File: src/rtl/exec_unit_if.sv
// rtl/exec_unit_if.sv - decoder-to-execute handshake and register file write port bundle
interface exec_unit_if #(
    parameter int WIDTH = 8,
    parameter int AW    = 2
);
    logic             in_valid;
    logic             in_ready;
    logic [2:0]       op;
    logic [WIDTH-1:0] operand_a;
    logic [WIDTH-1:0] operand_b;
    logic [AW-1:0]    dest;
    logic             do_write;
    logic [AW-1:0]    reg_write;
    logic [WIDTH-1:0] write_data;
    logic             zero_flag;
    logic             carry_flag;

    modport master (
        output in_valid, op, operand_a, operand_b, dest,
        input  in_ready, do_write, reg_write, write_data, zero_flag, carry_flag
    );

    modport slave (
        input  in_valid, op, operand_a, operand_b, dest,
        output in_ready, do_write, reg_write, write_data, zero_flag, carry_flag
    );
endinterface

File: src/rtl/exec_unit.sv
// rtl/exec_unit.sv - execute stage: single-cycle ALU plus sequenced shift-left and shift-add multiply
module exec_unit #(
    parameter int WIDTH = 8,
    parameter int AW    = 2
) (
    input logic        clk,
    input logic        reset,
    exec_unit_if.slave bus
);
    localparam int SW = $clog2(WIDTH);
    localparam int CW = SW + 1;

    localparam logic [2:0] OP_ADD = 3'b000;
    localparam logic [2:0] OP_SUB = 3'b001;
    localparam logic [2:0] OP_AND = 3'b010;
    localparam logic [2:0] OP_OR  = 3'b011;
    localparam logic [2:0] OP_XOR = 3'b100;
    localparam logic [2:0] OP_SHL = 3'b101;
    localparam logic [2:0] OP_MUL = 3'b110;

    typedef enum logic [1:0] {
        S_IDLE,
        S_SHIFT,
        S_MUL
    } state_t;

    state_t             state_q;
    logic [WIDTH-1:0]   shreg_q;
    logic [2*WIDTH-1:0] mcand_q;
    logic [2*WIDTH-1:0] acc_q;
    logic [CW-1:0]      cnt_q;
    logic [AW-1:0]      dest_q;
    logic               do_write_q;
    logic [AW-1:0]      reg_write_q;
    logic [WIDTH-1:0]   write_data_q;
    logic               zero_flag_q;
    logic               carry_flag_q;

    logic [WIDTH-1:0]   alu_res_d;
    logic               alu_carry_d;
    logic               alu_single_d;
    logic [WIDTH:0]     sum_d;
    logic [WIDTH:0]     diff_d;
    logic [SW-1:0]      shamt_d;
    logic [WIDTH-1:0]   shift_next_d;
    logic               shift_out_d;
    logic [2*WIDTH-1:0] acc_d;

    assign sum_d        = {1'b0, bus.operand_a} + {1'b0, bus.operand_b};
    assign diff_d       = {1'b0, bus.operand_a} - {1'b0, bus.operand_b};
    assign shamt_d      = bus.operand_b[SW-1:0];
    assign shift_next_d = {shreg_q[WIDTH-2:0], 1'b0};
    assign shift_out_d  = shreg_q[WIDTH-1];
    assign acc_d        = acc_q + (shreg_q[0] ? mcand_q : '0);

    // Ops that finish at the accept edge; SHL by zero degenerates to a pass-through.
    always_comb begin
        alu_res_d    = '0;
        alu_carry_d  = 1'b0;
        alu_single_d = 1'b1;
        unique case (bus.op)
            OP_ADD: begin
                alu_res_d   = sum_d[WIDTH-1:0];
                alu_carry_d = sum_d[WIDTH];
            end
            OP_SUB: begin
                alu_res_d   = diff_d[WIDTH-1:0];
                alu_carry_d = diff_d[WIDTH];
            end
            OP_AND: alu_res_d = bus.operand_a & bus.operand_b;
            OP_OR:  alu_res_d = bus.operand_a | bus.operand_b;
            OP_XOR: alu_res_d = bus.operand_a ^ bus.operand_b;
            OP_SHL: begin
                alu_res_d    = bus.operand_a;
                alu_single_d = (shamt_d == '0);
            end
            default: alu_single_d = 1'b0;
        endcase
    end

    always_ff @(posedge clk) begin
        if (!reset) begin
            state_q      <= S_IDLE;
            shreg_q      <= '0;
            mcand_q      <= '0;
            acc_q        <= '0;
            cnt_q        <= '0;
            dest_q       <= '0;
            do_write_q   <= 1'b0;
            reg_write_q  <= '0;
            write_data_q <= '0;
            zero_flag_q  <= 1'b0;
            carry_flag_q <= 1'b0;
        end else begin
            do_write_q <= 1'b0;
            unique case (state_q)
                S_IDLE: begin
                    if (bus.in_valid) begin
                        dest_q <= bus.dest;
                        if (alu_single_d) begin
                            do_write_q   <= 1'b1;
                            reg_write_q  <= bus.dest;
                            write_data_q <= alu_res_d;
                            zero_flag_q  <= (alu_res_d == '0);
                            carry_flag_q <= alu_carry_d;
                        end else if (bus.op == OP_SHL) begin
                            state_q <= S_SHIFT;
                            shreg_q <= bus.operand_a;
                            cnt_q   <= {1'b0, shamt_d};
                        end else if (bus.op == OP_MUL) begin
                            state_q <= S_MUL;
                            shreg_q <= bus.operand_b;
                            mcand_q <= {{WIDTH{1'b0}}, bus.operand_a};
                            acc_q   <= '0;
                            cnt_q   <= CW'(WIDTH);
                        end
                    end
                end
                S_SHIFT: begin
                    shreg_q <= shift_next_d;
                    cnt_q   <= cnt_q - 1'b1;
                    if (cnt_q == CW'(1)) begin
                        state_q      <= S_IDLE;
                        do_write_q   <= 1'b1;
                        reg_write_q  <= dest_q;
                        write_data_q <= shift_next_d;
                        zero_flag_q  <= (shift_next_d == '0);
                        carry_flag_q <= shift_out_d;
                    end
                end
                S_MUL: begin
                    // One multiplier bit per edge, LSB first, multiplicand walks left.
                    acc_q   <= acc_d;
                    mcand_q <= {mcand_q[2*WIDTH-2:0], 1'b0};
                    shreg_q <= {1'b0, shreg_q[WIDTH-1:1]};
                    cnt_q   <= cnt_q - 1'b1;
                    if (cnt_q == CW'(1)) begin
                        state_q      <= S_IDLE;
                        do_write_q   <= 1'b1;
                        reg_write_q  <= dest_q;
                        write_data_q <= acc_d[WIDTH-1:0];
                        zero_flag_q  <= (acc_d[WIDTH-1:0] == '0);
                        carry_flag_q <= |acc_d[2*WIDTH-1:WIDTH];
                    end
                end
                default: state_q <= S_IDLE;
            endcase
        end
    end

    assign bus.in_ready   = (state_q == S_IDLE) && reset;
    assign bus.do_write   = do_write_q;
    assign bus.reg_write  = reg_write_q;
    assign bus.write_data = write_data_q;
    assign bus.zero_flag  = zero_flag_q;
    assign bus.carry_flag = carry_flag_q;
endmodule

File: src/flat_wrapper.sv
// flat-port wrapper written by rule: the top's interface ports become plain ports
module exec_unit_flat 
#(
    parameter int WIDTH = 8,
    parameter int AW    = 2
)
  (clk, reset, bus_in_valid, bus_op, bus_operand_a, bus_operand_b, bus_dest, bus_in_ready, bus_do_write, bus_reg_write, bus_write_data, bus_zero_flag, bus_carry_flag);
  exec_unit_if #(.WIDTH(WIDTH), .AW(AW)) bus_i ();
  input logic clk;
  input logic reset;
  input wire logic [$bits(bus_i.in_valid)-1:0] bus_in_valid;
  input wire logic [$bits(bus_i.op)-1:0] bus_op;
  input wire logic [$bits(bus_i.operand_a)-1:0] bus_operand_a;
  input wire logic [$bits(bus_i.operand_b)-1:0] bus_operand_b;
  input wire logic [$bits(bus_i.dest)-1:0] bus_dest;
  output wire logic [$bits(bus_i.in_ready)-1:0] bus_in_ready;
  output wire logic [$bits(bus_i.do_write)-1:0] bus_do_write;
  output wire logic [$bits(bus_i.reg_write)-1:0] bus_reg_write;
  output wire logic [$bits(bus_i.write_data)-1:0] bus_write_data;
  output wire logic [$bits(bus_i.zero_flag)-1:0] bus_zero_flag;
  output wire logic [$bits(bus_i.carry_flag)-1:0] bus_carry_flag;
  assign bus_i.in_valid = bus_in_valid;
  assign bus_i.op = bus_op;
  assign bus_i.operand_a = bus_operand_a;
  assign bus_i.operand_b = bus_operand_b;
  assign bus_i.dest = bus_dest;
  assign bus_in_ready = bus_i.in_ready;
  assign bus_do_write = bus_i.do_write;
  assign bus_reg_write = bus_i.reg_write;
  assign bus_write_data = bus_i.write_data;
  assign bus_zero_flag = bus_i.zero_flag;
  assign bus_carry_flag = bus_i.carry_flag;
  exec_unit #(.WIDTH(WIDTH), .AW(AW)) u_core (.clk(clk), .reset(reset), .bus(bus_i));
endmodule
File: config.mk
export PLATFORM = sky130hd
export DESIGN_NAME = exec_unit_flat
export DESIGN_NICKNAME = d
export VERILOG_FILES = /design/src/rtl/exec_unit_if.sv /design/src/rtl/exec_unit.sv /design/src/flat_wrapper.sv
export SDC_FILE = /design/constraint.sdc
export NUM_CORES = 1
export LEC_CHECK = 0
export CAP_MARGIN = 20
export CORE_AREA = 2 2 98 100
export CTS_BUF_LIST = sky130_fd_sc_hd__clkbuf_4 sky130_fd_sc_hd__clkbuf_8
export DETAILED_ROUTE_END_ITERATION = 12
export DIE_AREA = 0 0 100 102
export PLACE_DENSITY = 0.75
export SYNTH_ARGS = -nofsm -noshare
export SYNTH_HDL_FRONTEND = slang
export SYNTH_SLANG_ARGS = --single-unit
export TNS_END_PERCENT = 100
File: constraint.sdc
create_clock -name clk -period 7.85 [get_ports clk]
set_input_delay 2.355 -clock clk [delete_from_list [all_inputs] [get_ports clk]]
set_output_delay 2.355 -clock clk [all_outputs]
set_load 0.05 [all_outputs]
==> results of run 1 <==
[routing by layer]
metal | part of all wire, % | up-vias
met3 | 5.1 | 29
met4 | 2.7 | 0
li1 | - | 2383
met5 | 0 | -
met2 | 46 | 182
met1 | 46 | 2258
[critical path: cells and delay by family]
kind | cells | cell delay, ns
AND/OR/NAND/NOR | 1 | 0.14
buffers and inverters | 3 | 1.43
[synth_stat cells, drive strengths merged, types with 4 or more instances]
cell	n
a22oi	9
buf	9
xnor2	10
nor3	15
inv	42
a21oi	67
xor2	6
and3	5
a221oi	7
ha	47
and2	19
a311oi	7
nand3	24
nor2	70
a211oi	19
mux2i	13
nor3b	4
nand4	4
o211ai	8
o21ai	20
o31ai	6
a21o	8
dfxtp	61
nand2	75
clkbuf	30
a31oi	6
[cell type report]
class,instances,area [um2],share of cell area (%)
Inverter,42,158,2.86
Clock buffer,11,145,2.64
Tap cell,111,139,2.52
Clock inverter,4,72.6,1.32
Timing Repair Buffer,42,408,7.41
Multi-Input combinational cell,512,3360,61.1
Sequential cell,61,1220,22.2
[flip-flops by register name, indices dropped and copies added (netlist names)]
name and flops:
u_core.acc_q 16, u_core.mcand_q 16, u_core.bus.write_data 8, u_core.shreg_q 8, u_core.cnt_q 4, u_core.bus.reg_write 2, u_core.dest_q 2, u_core.state_q 2
u_core.bus.carry_flag 1, u_core.bus.do_write 1, u_core.bus.zero_flag 1
[stage by stage]
stage / total power, mW / setup WS (ns) / instance area (um2)
2_1_floorplan: 0.515 / 2.59 / 4890
3_3_place_gp: 0.585 / 1.58 / 5290
3_5_place_dp: 0.591 / 1.60 / 5290
4_1_cts: 0.904 / 1.57 / 5500
5_1_grt: 0.942 / 1.52 / 5500
6_report: 0.902 / 1.57 / 5500
[where the power goes]
part | internal, mW | switching (mW) | leakage, nW
combinational | 0.0897 | 0.161 | 1.64
sequential | 0.325 | 0.0122 | 0.495
clock | 0.189 | 0.125 | 0.109
[logic make-up after synthesis]
kind of cell               count (synthesis)  share of synthesized area (%)
DFF                                       61                           25.0
xor gates and xnor gates                  16                           2.86
muxes                                     14                           3.12
adders and majority gates                 50                           13.2
buffers and inverters                     81                           6.39
and+or+nand+nor                          237                           22.5
AOI/OAI and AO/OA                        195                           26.9
[worst min-delay path by stage]
stage | from | end | cells past startpoint
floorplan | u_core.mcand_q[15] | u_core.mcand_q[15] | 2
global placement | u_core.bus.write_data[4] | u_core.bus.write_data[4] | 2
detailed placement | u_core.mcand_q[15] | u_core.mcand_q[15] | 2
CTS | u_core.mcand_q[15] | u_core.mcand_q[15] | 2
global route | u_core.bus.write_data[0] | u_core.bus.write_data[0] | 2
finish | u_core.bus.write_data[4] | u_core.bus.write_data[4] | 2
==> flow_metrics.py, run 1 <==
metrics = {
    "synthesis": {
        "yosys.area.top_type_share_pct": 25.0,
        "synthesis.area_mm2": 0.00489,
        "synth-edff-count": 0,
        "ys_warn_count": 0,
        "ys_seq_area_share_pct": 25.0,
        "synth_cell_types": 70,
        "synth_nets": 728,
        "synth_top_area_cell": "dfxtp_1",
        "ys_ff_latch": 61,
        "syn_avg_cell_area_um2": 7.48,
        "ys.flop_type": "dfxtp_1",
        "synth_cells": 654,
        "async_reset_ff_share_pct": 0,
        "synthTopCellsByArea": "dfxtp_1 25%, ha_1 12%, a21oi_1 6.9%",
    },
    "clocking": {
        "post_cts_buffers": 0,
        "cts_max_level": 3,
        "cts_tree": "done",
        "clk_pin_slew_worst_paths_ns": 0.07,
        "root_buffer": "clkbuf_8",
        "cts.path.max_buffers": 2,
        "hold_buffers": 0,
        "clock_latency_ns": 0.34,
        "cts-buffers-inserted": 9,
        "clock-sinks": 61,
        "post_cts_resized": 0,
    },
    "worst_setup_path": {
        "crit_arrival_ns": 3.93,
        "worstRegToRegCells": 10,
        "path_class": "input pin to primary output",
        "slowest_stage": "clkdlybuf4s50_1",
        "rr_endpoint": "u_core.bus.carry_flag",
        "r2r_slack_ns": 4.11,
        "reg2reg_from": "u_core.shreg_q[0]",
        "worstSetupEndpoint": "bus_in_ready",
        "required_ns": 5.50,
        "crit_path_frequent_cell": "clkdlybuf4s50_1",
        "startpoint_type": "input pin",
        "critPathLaunch": "reset",
        "path_max_fanout": 9,
        "critPathMaxStageDelay_ns": 0.79,
        "path_cells": "clkdlybuf4s50_1, buf_4, and2_1, clkdlybuf4s50_1",
        "cp-end-kind": "primary output",
    },
    "global_routing": {
        "grt_max_degree": 56,
        "grt_pass1_vias": 4627,
        "grt_pass1_wl_mm": 22.0,
        "grt_overflow": 0,
        "antenna_found_initial": 0,
        "grt_usage_pct": 26.7,
        "use_met1_pct": 34.8,
        "globalRouteMet2Util_pct": 43.7,
        "use_met3_pct": 4.72,
        "gr-max-usage-layer": "met2",
    },
    "timing": {
        "setup_viol": 0,
        "finalHoldViolations": 0,
        "holdWs_ns": 0.451,
        "min_period_ns": 6.28,
        "tightest_slew_ns": 1.08,
        "fmax_mhz": 159,
        "drv_slew": 0,
        "skew_ns": 0.00696,
        "fin_setup_tns_ns": 0,
        "post-route-period-util_pct": 80.0,
        "rsz0062_at_grt": "no",
        "slew_headroom_pct": 27.7,
    },
    "finish": {
        "fillCellCount": 866,
        "areaGrowthSynthToFinish_pct": 12.5,
        "diodes": 0,
        "fin_nets": 742,
        "final_common_cell": "nand2_1",
        "finalNonFillerCells": 783,
        "drive_above_1_share_pct": 5.21,
        "final_core_util_pct": 60.4,
        "layout_common_cells": "74 x nand2_1, 70 x nor2_1, 67 x a21oi_1",
    },
    "placement": {
        "dp_hpwl_mm": 9.42,
        "gp_congestion": 0.929,
        "dp.cells": 768,
        "port_buffers": 37,
    },
    "die": {
        "dieArea_mm2": 0.0102,
        "rows": 35,
        "die_x_um": 100,
        "coreArea_mm2": 0.00911,
        "dieHeight_um": 102,
        "io_pins": 38,
        "start_util_pct": 53.7,
    },
    "flow_run": {
        "maxCapViolCount": 0,
    },
    "drt": {
        "vias": 4852,
        "drt_wl_total_mm": 13.2,
        "post_drt_via_cell_ratio": 6.20,
        "drcViolationCount": 0,
        "ant_nets": 0,
        "wl_per_cell_um": 16.8,
        "drtIter0Drc": 331,
        "firstDrtPassIters": 5,
    },
    "power_and_ir_drop": {
        "irDropWorstVdd_mv": 0.109,
        "power_density_mw_per_mm2": 164,
        "p_leak_nw": 2.24,
    },
    "min_path": {
        "hold_path_class": "flip-flop to flip-flop",
    },
    "run_status": {
        "status": "complete, no violations",
    },
}
Note: power is estimated with default switching activity, not from simulation.
==> run 2: changes to the inputs <==
- clock period: 7.85 -> 6 ns (I/O delays scaled with it)
==> flow_metrics.py, run 2 (synthesized netlist as in run 1, its figures left out) <==
metrics = {
    "global_routing": {
        "grt_max_degree": 56,
        "grt_overflow": 0,
        "grt_usage_pct": 26.6,
        "grt_pass1_vias": 4567,
        "grt_pass1_wl_mm": 22.1,
        "antenna_found_initial": 0,
    },
    "worst_setup_path": {
        "crit_path_frequent_cell": "clkdlybuf4s50_1",
        "slowest_stage": "clkdlybuf4s50_1",
        "path_cells": "clkdlybuf4s50_1, and2_1, clkdlybuf4s50_1",
        "path_class": "input pin to primary output",
        "reg2reg_from": "u_core.shreg_q[0]",
        "worstSetupEndpoint": "bus_in_ready",
        "cp.buffers_inverters": 2,
        "cp-end-kind": "primary output",
        "r2r_slack_ns": 2.29,
        "worstRegToRegCells": 10,
        "startpoint_type": "input pin",
        "cp.depth": 3,
        "critPathLaunch": "reset",
        "path_max_fanout": 2,
        "required_ns": 4.20,
        "cp_top_family": "buffers and inverters",
        "critPathMaxStageDelay_ns": 0.80,
        "rr_endpoint": "u_core.bus.carry_flag",
        "crit_arrival_ns": 3.34,
    },
    "die": {
        "dieArea_mm2": 0.0102,
        "rows": 35,
        "start_util_pct": 53.7,
        "die_x_um": 100,
        "io_pins": 38,
        "dieHeight_um": 102,
        "coreArea_mm2": 0.00911,
    },
    "drt": {
        "post_drt_via_cell_ratio": 6.26,
        "drtIter0Drc": 314,
        "ant_nets": 0,
        "wl_per_cell_um": 16.7,
        "vias": 4919,
        "drt_wl_total_mm": 13.1,
        "drcViolationCount": 0,
        "firstDrtPassIters": 5,
    },
    "finish": {
        "finalNonFillerCells": 786,
        "areaGrowthSynthToFinish_pct": 13.2,
        "diodes": 0,
        "fin_area_mm2": 0.00554,
        "final_core_util_pct": 60.8,
        "reg_top3": "u_core.acc_q x16, u_core.mcand_q x16",
        "drive_above_1_share_pct": 5.63,
        "fin_nets": 745,
        "fillCellCount": 841,
        "multiInputGateArea_mm2": 0.00336,
        "register_area_mm2": 0.00122,
        "layout_common_cells": "74 x nand2_1, 70 x nor2_1, 67 x a21oi_1",
        "final_common_cell": "nand2_1",
    },
    "placement": {
        "gp_congestion": 0.897,
        "dp.cells": 770,
        "dp_slack_ns": 0.893,
        "place_area_mm2": 0.00530,
        "dp_hpwl_mm": 9.45,
        "port_buffers": 37,
    },
    "min_path": {
        "hold_path_class": "flip-flop to flip-flop",
        "hold-path-cell-count": 2,
    },
    "timing": {
        "rsz0062_at_grt": "no",
        "drv_slew": 0,
        "holdWs_ns": 0.461,
        "fmax_mhz": 195,
        "fin_ws_ns": 0.859,
        "fin_setup_tns_ns": 0,
        "min_period_ns": 5.14,
        "slew_headroom_pct": 37.5,
        "setup_viol": 0,
        "skew_ns": 0.00887,
        "tightest_slew_ns": 0.937,
        "post-route-period-util_pct": 85.7,
        "finalHoldViolations": 0,
    },
    "power_and_ir_drop": {
        "p_leak_nw": 2.26,
        "power_density_mw_per_mm2": 214,
        "irDropWorstVdd_mv": 0.166,
        "power.total_mw": 1.19,
    },
    "clocking": {
        "cts_max_level": 3,
        "clock-sinks": 61,
        "cts-buffers-inserted": 9,
        "root_buffer": "clkbuf_8",
        "clock_latency_ns": 0.35,
        "post_cts_buffers": 0,
        "cts_tree": "done",
        "clk_pin_slew_worst_paths_ns": 0.06,
        "hold_buffers": 0,
        "post_cts_resized": 0,
        "cts.path.max_buffers": 2,
    },
    "flow_run": {
        "maxCapViolCount": 0,
    },
    "run_status": {
        "status": "complete, no violations",
    },
}
==> run 2: changes by cell type in the layout (fill, tap and decap cells not counted), sizes merged <==
cell | previous run | this run
clkbuf | 11 | 10
buf | 5 | 8
clkinv | 1 | 2
==> run 2: layout make-up <==
cell class,count,share of cell area [%]
repair buffers,45,7.91
multi-input cells,512,60.7
clock inverters,5,1.54
well taps,111,2.51
inverters,42,2.85
clock buffers,10,2.49
flip-flops and latches,61,22.1
==> run 2: tightest hold or removal path, delay by kind of cell, from the launching register on <==
family             cells  cell delay (ns)
AOI/OAI and AO/OA      1             0.05
DFF                    1             0.31
and+or+nand+nor        1             0.05
==> run 2: power by group <==
group / leakage, nW / total [mW] / internal [mW] / switching, mW
sequential: 0.495 / 0.442 / 0.426 / 0.0161
combinational: 1.66 / 0.332 / 0.120 / 0.212
clock: 0.109 / 0.413 / 0.244 / 0.169
total: 2.26 / 1.19 / 0.789 / 0.397
==> run 2: layer usage <==
metal  share of wire (%)  global-route usage [%]  up-vias
li1                    -                       -     2396
met3                 6.9                    5.88       19
met5                   0                       0        -
met1                  46                    35.8     2300
met2                  46                    43.6      204
met4                 1.6                    7.38        0
==> run 2: worst min path at each step <==
stage / startpoint / to / slack, ns
5_1_grt: u_core.acc_q[9] / u_core.acc_q[9] / 0.47
6_report: u_core.acc_q[5] / u_core.acc_q[5] / 0.46
4_1_cts: u_core.dest_q[1] / u_core.dest_q[1] / 0.46
3_5_place_dp: u_core.dest_q[1] / u_core.dest_q[1] / 0.45
3_3_place_gp: u_core.bus.write_data[4] / u_core.bus.write_data[4] / 0.44
2_1_floorplan: u_core.mcand_q[15] / u_core.mcand_q[15] / 0.43
